<file path="src/rtl/kgp_pkg.sv">
// Shared definitions for the instruction sequencer.
// Holds the opcode constants, the sequencer state encoding and small
// instruction-classification helpers. Both the sequencer FSM and the
// decode logic import this package so they agree on every encoding.
package kgp_pkg;

    localparam logic [4:0] OP_R    = 5'd0;
    localparam logic [4:0] OP_I    = 5'd1;
    localparam logic [4:0] OP_LS   = 5'd2;
    localparam logic [4:0] OP_BR1  = 5'd3;
    localparam logic [4:0] OP_BR2  = 5'd4;
    localparam logic [4:0] OP_BR3  = 5'd5;
    localparam logic [4:0] OP_HALT = 5'b11111;

    typedef enum logic [2:0] {
        ST_IDLE   = 3'd0,
        ST_FETCH  = 3'd1,
        ST_DECODE = 3'd2,
        ST_EXEC   = 3'd3,
        ST_MEM    = 3'd4,
        ST_WB     = 3'd5,
        ST_HALT   = 3'd6
    } state_t;

    // Branch-and-link: BR2 with funccode[2:0] = 001. Its PC is written in
    // EXEC, so the following WB must only write the register file.
    function automatic logic is_link(input logic [4:0] op, input logic [4:0] fc);
        return (op == OP_BR2) && (fc[2:0] == 3'b001);
    endfunction

    function automatic logic is_branch(input logic [4:0] op);
        return (op >= OP_BR1) && (op <= OP_BR3);
    endfunction

endpackage

</file>
<file path="src/rtl/wait_timer.sv">
// Memory-wait watchdog for the instruction sequencer.
// Ports:
//   clk, rst  - clock, asynchronous active-high reset
//   clear     - restart the count (no access pending, or access completing)
//   count     - a request is outstanding without acknowledge this cycle
//   expired   - this un-acknowledged cycle is the TIMEOUT-th one
// expired is combinational on count so the FSM can leave for HALT on the
// very edge that ends the TIMEOUT-th wait cycle; the FSM gives mem_ack
// priority, so an ack arriving in that same cycle still completes.
module wait_timer #(
    parameter int TIMEOUT = 15
) (
    input  logic clk,
    input  logic rst,
    input  logic clear,
    input  logic count,
    output logic expired
);
    localparam int W = (TIMEOUT < 2) ? 1 : $clog2(TIMEOUT + 1);
    localparam logic [W-1:0] LAST = W'(TIMEOUT - 1);

    logic [W-1:0] cnt_reg;

    assign expired = count && (cnt_reg == LAST);

    always_ff @(posedge clk or posedge rst) begin
        if (rst) begin
            cnt_reg <= '0;
        end else if (clear) begin
            cnt_reg <= '0;
        end else if (count && !expired) begin
            cnt_reg <= cnt_reg + 1'b1;
        end
    end

endmodule

</file>
<file path="src/rtl/instr_sequencer.sv">
// Multi-cycle instruction sequencer for a shared-memory CPU.
// Walks IDLE -> FETCH -> DECODE -> EXEC -> (MEM) -> (WB) -> FETCH and
// generates the datapath strobes for each step.
// Ports:
//   clk, rst            - clock, asynchronous active-high reset
//   start               - leave IDLE and begin fetching
//   opcode, funccode    - fields of the latched instruction register
//   br_taken            - branch condition, sampled in EXEC
//   mem_ack             - shared memory completed the current request
//   mem_req/we/sel      - memory request, write enable, owner (0 fetch, 1 data)
//   ir_write, pc_write  - IR load, PC load
//   pc_src              - PC source (0 PC+4, 1 branch target)
//   reg_write           - register file write
//   halted, fault       - sequencer stopped; stop caused by an error
//   retired             - count of PC updates (completed instructions)
module instr_sequencer
    import kgp_pkg::*;
#(
    parameter int TIMEOUT = 15,
    parameter int CNT_W   = 16
) (
    input  logic             clk,
    input  logic             rst,
    input  logic             start,
    input  logic [4:0]       opcode,
    input  logic [4:0]       funccode,
    input  logic             br_taken,
    input  logic             mem_ack,
    output logic             mem_req,
    output logic             mem_we,
    output logic             mem_sel,
    output logic             ir_write,
    output logic             pc_write,
    output logic             pc_src,
    output logic             reg_write,
    output logic             halted,
    output logic             fault,
    output logic [CNT_W-1:0] retired
);

    state_t           state_reg, state_next;
    logic             fault_reg, fault_next;
    logic [CNT_W-1:0] retired_reg;
    logic             wait_expired;

    // Every completed access (or any cycle without a request) restarts the
    // timer, which covers the direct MEM -> FETCH hop after a store.
    wait_timer #(.TIMEOUT(TIMEOUT)) u_wait_timer (
        .clk     (clk),
        .rst     (rst),
        .clear   (!mem_req || mem_ack),
        .count   (mem_req && !mem_ack),
        .expired (wait_expired)
    );

    always_ff @(posedge clk or posedge rst) begin
        if (rst) begin
            state_reg   <= ST_IDLE;
            fault_reg   <= 1'b0;
            retired_reg <= '0;
        end else begin
            state_reg <= state_next;
            fault_reg <= fault_next;
            if (pc_write) begin
                retired_reg <= retired_reg + 1'b1;
            end
        end
    end

    always_comb begin
        state_next = state_reg;
        fault_next = fault_reg;
        mem_req    = 1'b0;
        mem_we     = 1'b0;
        mem_sel    = 1'b0;
        ir_write   = 1'b0;
        pc_write   = 1'b0;
        pc_src     = 1'b0;
        reg_write  = 1'b0;
        halted     = 1'b0;

        case (state_reg)
            ST_IDLE: begin
                if (start) begin
                    state_next = ST_FETCH;
                end
            end

            ST_FETCH: begin
                mem_req = 1'b1;
                if (mem_ack) begin
                    ir_write   = 1'b1;
                    state_next = ST_DECODE;
                end else if (wait_expired) begin
                    state_next = ST_HALT;
                    fault_next = 1'b1;
                end
            end

            ST_DECODE: begin
                if (opcode <= OP_BR3) begin
                    state_next = ST_EXEC;
                end else begin
                    state_next = ST_HALT;
                    fault_next = (opcode != OP_HALT);
                end
            end

            ST_EXEC: begin
                if (opcode == OP_R || opcode == OP_I) begin
                    state_next = ST_WB;
                end else if (opcode == OP_LS) begin
                    state_next = ST_MEM;
                end else if (is_branch(opcode)) begin
                    pc_write   = 1'b1;
                    pc_src     = br_taken;
                    state_next = is_link(opcode, funccode) ? ST_WB : ST_FETCH;
                end else begin
                    // Unreachable through DECODE; treated as an illegal opcode.
                    state_next = ST_HALT;
                    fault_next = 1'b1;
                end
            end

            ST_MEM: begin
                mem_req = 1'b1;
                mem_sel = 1'b1;
                mem_we  = funccode[0];
                if (mem_ack) begin
                    if (funccode[0]) begin
                        pc_write   = 1'b1;
                        state_next = ST_FETCH;
                    end else begin
                        state_next = ST_WB;
                    end
                end else if (wait_expired) begin
                    state_next = ST_HALT;
                    fault_next = 1'b1;
                end
            end

            ST_WB: begin
                reg_write  = 1'b1;
                pc_write   = !is_link(opcode, funccode);
                state_next = ST_FETCH;
            end

            ST_HALT: begin
                halted = 1'b1;
            end

            default: begin
                state_next = ST_IDLE;
            end
        endcase
    end

    assign fault   = fault_reg;
    assign retired = retired_reg;

endmodule

</file>
<file path="config.mk">
export PLATFORM = sky130hd
export DESIGN_NAME = instr_sequencer
export DESIGN_NICKNAME = d
export VERILOG_FILES = /design/src/rtl/kgp_pkg.sv /design/src/rtl/wait_timer.sv /design/src/rtl/instr_sequencer.sv
export SDC_FILE = /design/constraint.sdc
export NUM_CORES = 1
export LEC_CHECK = 0
export BUFFER_PORTS_ARGS = -buffer_cell sky130_fd_sc_hd__buf_2
export CORE_AREA = 3 3 58 60
export DETAILED_ROUTE_END_ITERATION = 16
export DIE_AREA = 0 0 61 63
export PLACE_DENSITY_LB_ADDON = 0.08
export SLEW_MARGIN = 40
export SYNTH_ARGS = -nofsm -noshare
export SYNTH_HDL_FRONTEND = slang
export SYNTH_HIERARCHICAL = 1
export SYNTH_SLANG_ARGS = --single-unit
</file>
<file path="constraint.sdc">
create_clock -name clk -period 2.9 [get_ports clk]
set_input_delay 0.58 -clock clk [delete_from_list [all_inputs] [get_ports clk]]
set_output_delay 0.58 -clock clk [all_outputs]
set_load 0.02 [all_outputs]
</file>
==> results of run 1 <==
==> cells by family (layout without fill, tap and decap cells) <==
kind of cell,Yosys count,after routing
xor+xnor,15,15
compound gates,24,24
flops,24,24
buf+inv,14,50
simple gates,74,74
mux,2,2
fa+ha+maj,3,3
==> worst max-delay path, cell delays in order, from the launching register on <==
cell and delay (ns):
sky130_fd_sc_hd__dfrtp_1 0.56, sky130_fd_sc_hd__nor2b_1 0.39, sky130_fd_sc_hd__o2111ai_1 0.26, sky130_fd_sc_hd__nand3_2 0.15, sky130_fd_sc_hd__buf_2 0.17
==> worst max path at each step <==
| stage | from | depth (start not counted) | slack (ns) | endpoint |
|---|---|---|---|---|
| floorplan | state_reg[0] | 9 | 0.42 | fault |
| global placement | state_reg[0] | 8 | 0.58 | fault |
| detailed placement | state_reg[0] | 8 | 0.55 | fault |
| CTS | state_reg[0] | 4 | 0.47 | pc_write |
| global route | state_reg[0] | 4 | 0.28 | pc_write |
| finish | state_reg[0] | 4 | 0.48 | pc_write |
==> stage by stage <==
stage                     hold WS (ns)  setup WS (ns)  total power, mW  cell area [um^2]  cells
final                            0.130          0.484             1.16              1650    225
after global placement           0.460          0.579             1.01              1630    222
after floorplan                  0.346          0.418            0.876              1420    156
after CTS                        0.127          0.473             1.17              1650    225
after global routing             0.123          0.276             1.26              1650    225
after detailed placement         0.458          0.550             1.03              1630    222
==> area by class of cell <==
class / instances / area share [%]
clock buffer: 3 / 1.36
sequential: 24 / 36.4
inverter: 9 / 2.05
timing repair buffer: 38 / 11.7
tap: 33 / 2.50
multi-input combinational: 118 / 46.1
==> power breakdown <==
| part | switching, mW | internal [mW] |
|---|---|---|
| Combinational | 0.316 | 0.198 |
| Sequential | 0.111 | 0.394 |
| Clock | 0.0953 | 0.0487 |
| Total | 0.522 | 0.641 |
==> per-layer routing <==
| layer | vias up | wire (um) | track usage, % |
|---|---|---|---|
| met3 | 5 | 148 | 3.72 |
| li1 | 618 | - | - |
| met5 | - | 0 | 0 |
| met4 | 0 | 34 | 4.07 |
| met1 | 570 | 1470 | 23.6 |
| met2 | 30 | 1440 | 29.3 |
==> cells in the mapped netlist, drive strengths merged (3+ instances only) <==
master	instances	area, um^2
xnor2	14	123
nand2b	3	18.8
o21ai	4	20.0
a21oi	10	50.1
ha	3	37.5
and3	8	50.1
and2	4	27.5
dfrtp	24	601
inv	9	33.8
nand4	6	37.5
buf	3	21.3
nand2	11	41.3
nor2	12	45.0
nand3	16	90.1
nor3	4	20.0
==> metrics.log, run 1 <==
INFO  metric run_status = complete, no violations
INFO  metric finalCritPeriodShare = 83.3%
INFO  metric timing_max_transition_violations_final = 0
INFO  metric layout-area-overhead-vs-synth = 16.0%
INFO  metric number_of_warnings_printed_during_yosys_synthesis = 6
INFO  metric synth_fa_ha_area_share = 2.64%
INFO  metric timing.clock.skew = 0.00705 ns
INFO  metric floorplan.die_area = 0.00384 mm^2
INFO  metric htreeDepth = 1
INFO  metric area_occupied_by_multi_input_gates = 761 um^2
INFO  metric place_congestion = 0.852
INFO  metric endpoint_kind = output pin
INFO  metric timing.critical_path.from_type = flop
INFO  metric drt.antenna.violating_nets = 0
INFO  metric finalSetupViolations = 0
INFO  metric largest_family_of_logic_cells_by_synthesized_area = simple AND/OR/NAND/NOR gates
INFO  metric die-height = 63 um
INFO  metric min_period = 2.42 ns
INFO  metric via_count = 1223
INFO  metric finalHoldViolCount = 0
INFO  metric clock-sinks = 24
INFO  metric seq_area = 601 um^2
INFO  metric synth_area_per_cell = 9.13 um^2
INFO  metric synth_compound_area_share = 10.8%
INFO  metric drt-vias-per-instance = 5.44
INFO  metric simple_gate_fraction_of_synth_area = 29.2%
INFO  metric layout_commonest_cell = sky130_fd_sc_hd__buf_2
INFO  metric die_w = 61 um
INFO  metric timing.fmax = 414 MHz
INFO  metric largest_net_degree_at_the_start_of_global_routing = 21
INFO  metric first_global_vias = 1186
INFO  metric cts.hold.buffers_added = 0
INFO  metric layout.cells.most_common_list = 37 x sky130_fd_sc_hd__buf_2, 24 x sky130_fd_sc_hd__dfrtp_1, 14 x sky130_fd_sc_hd__nand3_1, 14 x sky130_fd_sc_hd__xnor2_1, 12 x sky130_fd_sc_hd__nor2_1
INFO  metric path_max_fanout = 12
INFO  metric clkSlewWorstSetupHoldPaths = 0.13 ns
INFO  metric total_routing_usage_reported_by_global_routing = 17.8%
INFO  metric number_of_antenna_violations_at_the_first_check_in_global_routing = 0
INFO  metric boundaryPins = 40
INFO  metric drt_iter0_drc = 78
INFO  metric insertion_delay = 0.31 ns
INFO  metric synth_seq_area_share = 42.2%
INFO  metric synth.lib_cells_used.distinct = 38
INFO  metric placeableCoreArea = 0.00298 mm^2
INFO  metric dp.final_hpwl = 2370 um
INFO  metric cts_resized = 0
INFO  metric unrepaired_setup_endpoints_after_global_routing = no
INFO  metric reg2reg_to = fault
INFO  metric final_layout_size_suffix_gt1_share = 26.0%
INFO  metric tritoncts = built
INFO  metric power_density = 704 mW/mm^2
INFO  metric globalRouteOverflowTotal = 0
INFO  metric largest_register_ffs = 16
INFO  metric clock_tree.buffer_depth = 2
INFO  metric master_cell_of_the_clock_root_buffer = sky130_fd_sc_hd__clkbuf_4
INFO  metric grt_pass1_wl = 5290 um
INFO  metric wl_per_cell = 13.7 um
INFO  metric ys_ff_latch = 24
INFO  metric start_util = 47.8%
INFO  metric regToRegSetupSlack = 0.52 ns
INFO  metric io_buffer_count = 37
INFO  metric filler_cell_count = 293
INFO  metric total_leakage_power = 0.814 nW
INFO  metric worst_slew_margin_rel = 54.0%
INFO  metric num_rows = 20
INFO  metric final.setup.tns = 0 ns
INFO  metric num-nets-final = 212
INFO  metric synth_enable_flop_cells = 0
INFO  metric postSynth.topFlopCell = sky130_fd_sc_hd__dfrtp_1
INFO  metric detailedRoute.firstPassIterationCount = 4
INFO  metric cts_made_buffers = 3
INFO  metric postSynthNetCount = 174
INFO  metric post-route-drc-count = 0
INFO  metric xor_xnor_cell_area_share_of_the_yosys_netlist = 9.23%
INFO  metric critPathRequiredTime = 2.32 ns
INFO  metric max_cap_viol_count = 0
INFO  metric min_path_type = primary input to async pin
INFO  metric synth_area = 0.00142 mm^2
INFO  metric post_cts_buffers = 0
INFO  metric worstSetupPathType = flop to output pin
INFO  metric critPathArrivalTime = 1.84 ns
INFO  metric finish.utilization = 55.5%
INFO  metric postSynthCellCount = 156
INFO  metric vdd.ir_drop.worst = 0.000561 V
INFO  metric insertedDiodeCount = 0
INFO  metric r2r_start = state_reg[0]
INFO  metric postRouteWirelength = 3090 um
INFO  metric synth_async_sr_flop_share = 100%
INFO  metric tightest_slew = 0.686 ns
INFO  metric yosys-mux-area-fraction = 1.58%
INFO  metric r2r_cells = 8
(Power assumes the default switching activity.)
==> run 2, diff against run 1 <==
--- a/config.mk
+++ b/config.mk
@@ -5,10 +5,11 @@
 export SDC_FILE = /design/constraint.sdc
 export NUM_CORES = 1
 export LEC_CHECK = 0
+export ABC_AREA = 1
 export BUFFER_PORTS_ARGS = -buffer_cell sky130_fd_sc_hd__buf_2
-export CORE_AREA = 3 3 58 60
+export CORE_AREA = 3 3 64 66
 export DETAILED_ROUTE_END_ITERATION = 16
-export DIE_AREA = 0 0 61 63
+export DIE_AREA = 0 0 67 69
 export PLACE_DENSITY_LB_ADDON = 0.08
 export SLEW_MARGIN = 40
 export SYNTH_ARGS = -nofsm -noshare
==> constraint.sdc (replaced) <==
create_clock -name clk -period 2.05 [get_ports clk]
set_input_delay 0.41 -clock clk [delete_from_list [all_inputs] [get_ports clk]]
set_output_delay 0.41 -clock clk [all_outputs]
set_load 0.02 [all_outputs]
==> run 2 against run 1 <==
Against the previous run:
- cell area rose by 27%
- sequential power decreased by 6.3%
- worst hold slack lost 0.12 ns
- clock-buffer cell count stayed put
- register-to-register slack lost 0.26 ns
- via count is 43% higher
- clock power grew to 2.9 times the previous value
- combinational power fell by 92%
- highest routed layer unchanged
==> metrics.log, run 2 <==
INFO  metric drt.antenna.violating_nets = 0 (unchanged)
INFO  metric post_cts_buffers = 0 (unchanged)
INFO  metric io_buffer_count = 37 (unchanged)
INFO  metric finalHoldViolCount = 0 (unchanged)
INFO  metric num_rows = 22 (+10%)
INFO  metric yosysTopAreaCellShare = 34.2% (-8.0 points)
INFO  metric layout.cells.most_common_list = 83 x sky130_fd_sc_hd__nand2_1, 37 x sky130_fd_sc_hd__buf_2, 35 x sky130_fd_sc_hd__nand3_1
INFO  metric finish.utilization = 57.5% (+2.0 points)
INFO  metric layout-area-overhead-vs-synth = 18.9%
INFO  metric synth_seq_area_share = 34.2% (-8.0 points)
INFO  metric place_worst_setup_slack = 0.186 ns (-0.364 ns)
INFO  metric unrepaired_setup_endpoints_after_global_routing = no
INFO  metric start_util = 48.3% (+0.53 points)
INFO  metric drt_iter0_drc = 130 (+67%)
INFO  metric topRoutingLayerUsed = met4
INFO  metric synth.lib_cells_used.distinct = 26 (-32%)
INFO  metric floorplan.die_area = 0.00462 mm^2 (+20%)
INFO  metric yosys.area.top_type = sky130_fd_sc_hd__dfrtp_1
INFO  metric drt-vias-per-instance = 4.97 (-8.6%)
INFO  metric cts_made_buffers = 3 (unchanged)
INFO  metric ys_ff_latch = 24 (unchanged)
INFO  metric placeableCoreArea = 0.00363 mm^2 (+22%)
INFO  metric postPlaceCellArea = 0.00201 mm^2 (+23%)
INFO  metric postRouteWirelength = 3980 um (+29%)
INFO  metric synth_area = 0.00176 mm^2 (+23%)
INFO  metric die_w = 67 um (+9.8%)
INFO  metric post_synth_main_area_contributors = sky130_fd_sc_hd__dfrtp_1 34%, sky130_fd_sc_hd__nand2_1 18%, sky130_fd_sc_hd__nand3_1 10%
INFO  metric synth_enable_flop_cells = 0 (unchanged)
INFO  metric via_count = 1749 (+43%)
INFO  metric wl_per_cell = 11.3 um (-18%)
INFO  metric layout_setup_ws = 0.173 ns (-0.310 ns)
INFO  metric number_of_antenna_violations_at_the_first_check_in_global_routing = 0 (unchanged)
INFO  metric insertedDiodeCount = 0 (unchanged)
INFO  metric master_cell_of_the_clock_root_buffer = sky130_fd_sc_hd__clkbuf_8
INFO  metric postSynthNetCount = 280 (+61%)
INFO  metric critPathRequiredTime = 1.64 ns (-0.68 ns)
INFO  metric htreeDepth = 1 (unchanged)
INFO  metric detailedRoute.firstPassIterationCount = 4 (unchanged)
INFO  metric timing.fmax = 533 MHz
INFO  metric finalCritPeriodShare = 91.6%
INFO  metric final_cell_area = 0.00209 mm^2 (+27%)
INFO  metric placed_cells = 348 (+57%)
INFO  metric largest_net_degree_at_the_start_of_global_routing = 21 (unchanged)
INFO  metric cell_at_the_slowest_stage_of_the_critical_path = sky130_fd_sc_hd__dfrtp_1
INFO  metric endpoint_kind = output pin
INFO  metric min_period = 1.88 ns
INFO  metric path_max_fanout = 6 (-6)
INFO  metric post-route-drc-count = 0 (unchanged)
INFO  metric place_congestion = 0.885 (+3.9%)
INFO  metric postSynthCellCount = 262 (+68%)
INFO  metric tightest_slew = 0.328 ns (-0.359 ns)
INFO  metric grt_pass1_wl = 6870 um (+30%)
INFO  metric met1Wirelength = 1780 um (+22%)
INFO  metric total_routing_usage_reported_by_global_routing = 18.5% (+0.67 points)
INFO  metric cell_by_cell_trace_of_the_critical_path = inv_2 -> nand3_2 -> nor2_4 -> and3_1 -> buf_2
INFO  metric yosys-top-cells-count = 84 x sky130_fd_sc_hd__nand2_1, 35 x sky130_fd_sc_hd__nand3_1, 29 x sky130_fd_sc_hd__inv_1
INFO  metric max_cap_viol_count = 0 (unchanged)
INFO  metric min_path_type = primary input to async pin
INFO  metric timing.clock.skew = 0.00123 ns (-0.00582 ns)
INFO  metric largest_register_ffs = 16 (unchanged)
INFO  metric worst_slew_margin_rel = 78.1% (+24 points)
INFO  metric insertion_delay = 0.27 ns (-0.04 ns)
INFO  metric layout_commonest_cell = sky130_fd_sc_hd__nand2_1
INFO  metric run_status = complete, no violations
INFO  metric final.setup.tns = 0 ns (unchanged)
INFO  metric postSynth.topFlopCell = sky130_fd_sc_hd__dfrtp_1
INFO  metric met2_routed_wirelength = 1960 um (+36%)
INFO  metric critPathArrivalTime = 1.47 ns (-0.37 ns)
INFO  metric globalRouteOverflowTotal = 0 (unchanged)
INFO  metric die-height = 69 um (+9.5%)
INFO  metric yosysMostFrequentCell = sky130_fd_sc_hd__nand2_1
INFO  metric met3WireLength = 178 um (+20%)
INFO  metric layout.cells.non_filler = 352 (+56%)
INFO  metric synth_area_per_cell = 6.70 um^2 (-27%)
INFO  metric num-nets-final = 323 (+52%)
INFO  metric number_of_warnings_printed_during_yosys_synthesis = 6 (unchanged)
INFO  metric vdd.ir_drop.worst = 0.000384 V (-31%)
INFO  metric crit_path_max_incr_delay = 0.43 ns (-0.13 ns)
INFO  metric boundaryPins = 40 (unchanged)
INFO  metric total_leakage_power = 1.14 nW (+41%)
INFO  metric final_layout_size_suffix_gt1_share = 24.7% (-1.4 points)
INFO  metric clock-sinks = 24 (unchanged)
INFO  metric area_occupied_by_multi_input_gates = 0.00102 mm^2 (+34%)
INFO  metric power_density = 446 mW/mm^2 (-37%)
INFO  metric synth_async_sr_flop_share = 100% (unchanged)
INFO  metric cts_resized = 0 (unchanged)
INFO  metric filler_cell_count = 391 (+33%)
INFO  metric clkSlewWorstSetupHoldPaths = 0.09 ns (-0.04 ns)
INFO  metric clock_tree.buffer_depth = 2 (unchanged)
INFO  metric tritoncts = built
INFO  metric seq_area = 603 um^2 (+0.42%)
INFO  metric worstSetupPathType = flop to output pin
INFO  metric r2r_cells = 12 (+4)
INFO  metric timing_max_transition_violations_final = 0 (unchanged)
INFO  metric dp.final_hpwl = 3060 um (+29%)
INFO  metric timing.critical_path.from_type = flop
INFO  metric finalSetupViolations = 0 (unchanged)
INFO  metric first_global_vias = 1600 (+35%)
INFO  metric cts.hold.buffers_added = 0 (unchanged)
## run 2: cell types whose count changed after synthesis, sizes merged, moves of 7 or more
cell,previous run,this run
nand2,11,97
inv,9,31
nand3,16,37
nor2,12,32
xnor2,14,2
and3,8,1
## run 2: through the flow
stage / hold WS (ns) / power, mW
floorplan: 0.176 / 0.503
global placement: 0.300 / 0.523
detailed placement: 0.305 / 0.523
CTS: 0.000844 / 0.947
global route: 0.0123 / 0.962
finish: 0.00963 / 0.931
## run 2: worst max-delay path: cells and delay by family (launching register included)
kind,cells,cell delay (ns)
simple gates,3,0.49
flops,1,0.43
buf+inv,2,0.28
## run 2: path summary, 6_finish.rpt
path	to	from	slack [ns]
min in group clk	state_reg[0]	start	0.45
worst min-delay path	u_wait_timer/cnt_reg[3]	rst	0.01
worst min register to register	fault	fault	0.53
worst max-delay path	pc_src	state_reg[2]	0.17
worst max register to register	fault	state_reg[2]	0.26
max in group asynchronous	state_reg[1]	rst	1.67
## run 2: area by class of cell
| type | instances | share of cell area [%] |
|---|---|---|
| Clock inverter | 1 | 1.44 |
| Timing Repair Buffer | 41 | 10.3 |
| Tap cell | 48 | 2.87 |
| Sequential cell | 24 | 28.9 |
| Clock buffer | 3 | 1.98 |
| Multi-Input combinational cell | 203 | 48.7 |
| Inverter | 32 | 5.81 |
## run 2: per-layer routing
| layer | vias to the layer above | global-route usage [%] |
|---|---|---|
| li1 | 915 | - |
| met1 | 784 | 24.3 |
| met2 | 44 | 31.0 |
| met3 | 6 | 2.12 |
| met4 | 0 | 5.86 |
| met5 | - | 0 |
## run 2: where the power goes
part | switching (mW) | internal, mW
logic | 0.0257 | 0.0143
clock network | 0.157 | 0.261
registers | 0 | 0.473
## run 2: kinds of logic after synthesis
logic type | count (synthesis) | synth area share [%]
flops | 24 | 34.2
xor+xnor | 8 | 3.99
fa+ha+maj | 3 | 2.14
simple gates | 178 | 46.2
compound gates | 14 | 5.27
buf+inv | 35 | 8.26
==> run 3, diff against run 2 <==
--- a/config.mk
+++ b/config.mk
@@ -7,12 +7,11 @@
 export LEC_CHECK = 0
 export ABC_AREA = 1
 export BUFFER_PORTS_ARGS = -buffer_cell sky130_fd_sc_hd__buf_2
-export CORE_AREA = 3 3 64 66
+export CORE_AREA = 3 3 63 65
 export DETAILED_ROUTE_END_ITERATION = 16
-export DIE_AREA = 0 0 67 69
+export DIE_AREA = 0 0 66 68
 export PLACE_DENSITY_LB_ADDON = 0.08
 export SLEW_MARGIN = 40
 export SYNTH_ARGS = -nofsm -noshare
 export SYNTH_HDL_FRONTEND = slang
-export SYNTH_HIERARCHICAL = 1
 export SYNTH_SLANG_ARGS = --single-unit
==> constraint.sdc (replaced) <==
create_clock -name clk -period 2.05 [get_ports clk]
set_input_delay 0.1025 -clock clk [delete_from_list [all_inputs] [get_ports clk]]
set_output_delay 0.1025 -clock clk [all_outputs]
set_load 0.02 [all_outputs]
==> run 3 against run 2 <==
Against the previous run:
- core utilization hardly changed
- first-iteration DRC count fell by 49%
- flip-flop and latch count is the same
- cell area decreased by 6.6%
- global-route usage fell by 0.83 points
==> metrics.log, run 3 <==
INFO  metric run_status = complete, no violations
INFO  metric min_period = 1.80 ns (-0.0782 ns)
INFO  metric min_path_type = primary input to flop
INFO  metric yosysTopAreaCellShare = 36.8% (+2.6 points)
INFO  metric final.setup.tns = 0 ns (unchanged)
INFO  metric synth_async_sr_flop_share = 100% (unchanged)
INFO  metric die-height = 68 um (-1.4%)
INFO  metric worstSetupPathType = flop to output pin
INFO  metric drt-vias-per-instance = 4.83 (-2.9%)
INFO  metric tritoncts = built
INFO  metric largest_register_ffs = 16 (unchanged)
INFO  metric final_layout_size_suffix_gt1_share = 18.1% (-6.6 points)
INFO  metric path_max_fanout = 17 (+11)
INFO  metric htreeDepth = 1 (unchanged)
INFO  metric regToRegSetupSlack = 0.54 ns (+0.28 ns)
INFO  metric worst_slew_margin_rel = 79.7% (+1.6 points)
INFO  metric postSynthNetCount = 263 (-6.1%)
INFO  metric finish.utilization = 57.5% (about the same)
INFO  metric clock-sinks = 24 (unchanged)
INFO  metric worst_setup_path_endpoint = pc_write
INFO  metric timing.clock.skew = 0.00174 ns (+0.000511 ns)
INFO  metric timing.fmax = 556 MHz (+4.3%)
INFO  metric grt_pass1_wl = 6150 um (-10%)
INFO  metric timing_max_transition_violations_final = 0 (unchanged)
INFO  metric total_leakage_power = 1.08 nW (-5.5%)
INFO  metric power_density = 930 mW/mm^2 (+110%)
INFO  metric globalRouteOverflowTotal = 0 (unchanged)
INFO  metric wl_per_cell = 11.2 um (-0.94%)
INFO  metric place_congestion = 0.843 (-4.8%)
INFO  metric number_of_warnings_printed_during_yosys_synthesis = 0 (-6)
INFO  metric synth_area = 0.00163 mm^2 (-7.1%)
INFO  metric io_buffer_count = 37 (unchanged)
INFO  metric postRouteWirelength = 3730 um (-6.3%)
INFO  metric num_rows = 21 (-4.5%)
INFO  metric layout.cells.non_filler = 333 (-5.4%)
INFO  metric num-nets-final = 306 (-5.3%)
INFO  metric die_w = 66 um (-1.5%)
INFO  metric drt_iter0_drc = 66 (-49%)
INFO  metric r2r_start = state_reg[0]
INFO  metric unrepaired_setup_endpoints_after_global_routing = no
INFO  metric cts_made_buffers = 3 (unchanged)
INFO  metric insertedDiodeCount = 0 (unchanged)
INFO  metric postPlaceCellArea = 0.00187 mm^2 (-7.0%)
INFO  metric ys_ff_latch = 24 (unchanged)
INFO  metric layout.cells.most_common_list = 83 x sky130_fd_sc_hd__nand2_1, 37 x sky130_fd_sc_hd__nand3_1, 37 x sky130_fd_sc_hd__buf_2
INFO  metric postSynth.topFlopCell = sky130_fd_sc_hd__dfrtp_1
INFO  metric yosys.area.top_type = sky130_fd_sc_hd__dfrtp_1
INFO  metric master_cell_of_the_clock_root_buffer = sky130_fd_sc_hd__clkbuf_4
INFO  metric clock_tree.buffer_depth = 2 (unchanged)
INFO  metric vdd.ir_drop.worst = 0.000434 V (+13%)
INFO  metric layout-area-overhead-vs-synth = 19.5%
INFO  metric worstSetupStartpoint = state_reg[0]
INFO  metric finalCritPeriodShare = 87.7% (-3.8 points)
INFO  metric detailedRoute.firstPassIterationCount = 4 (unchanged)
INFO  metric first_global_vias = 1386 (-13%)
INFO  metric max_cap_viol_count = 0 (unchanged)
INFO  metric placeableCoreArea = 0.00339 mm^2 (-6.7%)
INFO  metric start_util = 48.2% (-0.17 points)
INFO  metric reg2reg_to = retired[6]
INFO  metric synth.lib_cells_used.distinct = 23 (-12%)
INFO  metric finalSetupViolations = 0 (unchanged)
INFO  metric finalHoldViolCount = 0 (unchanged)
INFO  metric largest_net_degree_at_the_start_of_global_routing = 25 (+19%)
INFO  metric min_delay_path_depth = 5
INFO  metric post-route-drc-count = 0 (unchanged)
INFO  metric floorplan.die_area = 0.00449 mm^2 (-2.9%)
INFO  metric critPathRequiredTime = 1.95 ns (+0.31 ns)
INFO  metric yosys-top-cells-count = 83 x sky130_fd_sc_hd__nand2_1, 37 x sky130_fd_sc_hd__nand3_1, 28 x sky130_fd_sc_hd__inv_1, 28 x sky130_fd_sc_hd__nor2_1, 24 x sky130_fd_sc_hd__dfrtp_1
INFO  metric post_synth_main_area_contributors = sky130_fd_sc_hd__dfrtp_1 37%, sky130_fd_sc_hd__nand2_1 19%, sky130_fd_sc_hd__nand3_1 11%
INFO  metric r2r_cells = 7 (-5)
INFO  metric drt.antenna.violating_nets = 0 (unchanged)
INFO  metric via_count = 1607 (-8.1%)
INFO  metric timing.critical_path.from_type = flop
INFO  metric boundaryPins = 40 (unchanged)
INFO  metric total_routing_usage_reported_by_global_routing = 17.7% (-0.83 points)
INFO  metric final_cell_area = 0.00195 mm^2 (-6.6%)
INFO  metric number_of_antenna_violations_at_the_first_check_in_global_routing = 0 (unchanged)
INFO  metric postSynthCellCount = 245 (-6.5%)
INFO  metric clkSlewWorstSetupHoldPaths = 0.14 ns (+0.05 ns)
INFO  metric synth_area_per_cell = 6.66 um^2 (-0.60%)
INFO  metric dp.final_hpwl = 2730 um (-11%)
INFO  metric tightest_slew = 0.304 ns (-0.0235 ns)
INFO  metric yosysMostFrequentCell = sky130_fd_sc_hd__nand2_1
INFO  metric critPathArrivalTime = 1.70 ns (+0.23 ns)
INFO  metric layout_commonest_cell = sky130_fd_sc_hd__nand2_1
INFO  metric placed_cells = 327 (-6.0%)
INFO  metric insertion_delay = 0.32 ns (+0.05 ns)
INFO  metric synth_enable_flop_cells = 0 (unchanged)
INFO  metric endpoint_kind = output pin
INFO  metric synth_seq_area_share = 36.8% (+2.6 points)
run 3: cell type report:
cell class / count / area [um^2]
Inverter: 29 / 109
Clock buffer: 3 / 22.5
Fill cell: 333 / 1440
Sequential cell: 24 / 601
Clock inverter: 1 / 30.0
Tap cell: 46 / 57.6
Timing Repair Buffer: 41 / 218
Multi-Input combinational cell: 189 / 913
run 3: worst max-delay path: stages (launching register included):
cell	delay, ns
sky130_fd_sc_hd__dfrtp_1	0.46
sky130_fd_sc_hd__nor2_1	0.18
sky130_fd_sc_hd__nand2_1	0.18
sky130_fd_sc_hd__nor2_2	0.18
sky130_fd_sc_hd__a21oi_4	0.07
sky130_fd_sc_hd__nand2_8	0.12
sky130_fd_sc_hd__buf_2	0.18
run 3: worst min-delay path by stage:
stage / from / end / slack (ns)
after detailed placement: rst / u_wait_timer.cnt_reg[0] / 0.16
final: start / state_reg[0] / 0.13
after global placement: rst / u_wait_timer.cnt_reg[2] / 0.16
after floorplan: rst / fault / 0.12
after global routing: start / state_reg[0] / 0.17
after CTS: start / state_reg[0] / 0.14
run 3: repair_timing:
action | in CTS | in global routing
setup endpoints to repair | 1 | 1
setup buffers | 1 | 0
hold endpoints to repair | 24 | 0
resized for setup | 0 | 2
hold buffers | 1 | 0
run 3: through the flow:
step,hold WS [ns],power [mW],setup WS (ns)
after floorplan,0.117,1.24,0.619
after global placement,0.161,1.45,0.281
after detailed placement,0.163,1.45,0.288
after CTS,0.139,1.81,0.121
after global routing,0.169,1.96,0.0957
final,0.134,1.81,0.251
run 3: cell families after synthesis:
family                     synth area share (%)
AOI/OAI and AO/OA                          5.82
xor gates and xnor gates                   4.83
DFF                                        36.8
adders and majority gates                  2.30
and+or+nand+nor                            42.1
buffers and inverters                      8.12
run 3: power by group:
part	switching (mW)	internal (mW)
Clock	0.151	0.198
Combinational	0.531	0.268
Sequential	0.108	0.557
Total	0.790	1.02
run 3: routing by layer:
layer / vias up / share of wire [%] / GRT usage [%]
met4: 0 / 0.46 / 3.55
li1: 870 / - / -
met2: 30 / 42 / 28.0
met1: 705 / 53 / 24.6
met3: 2 / 4.7 / 4.27
met5: - / 0 / 0
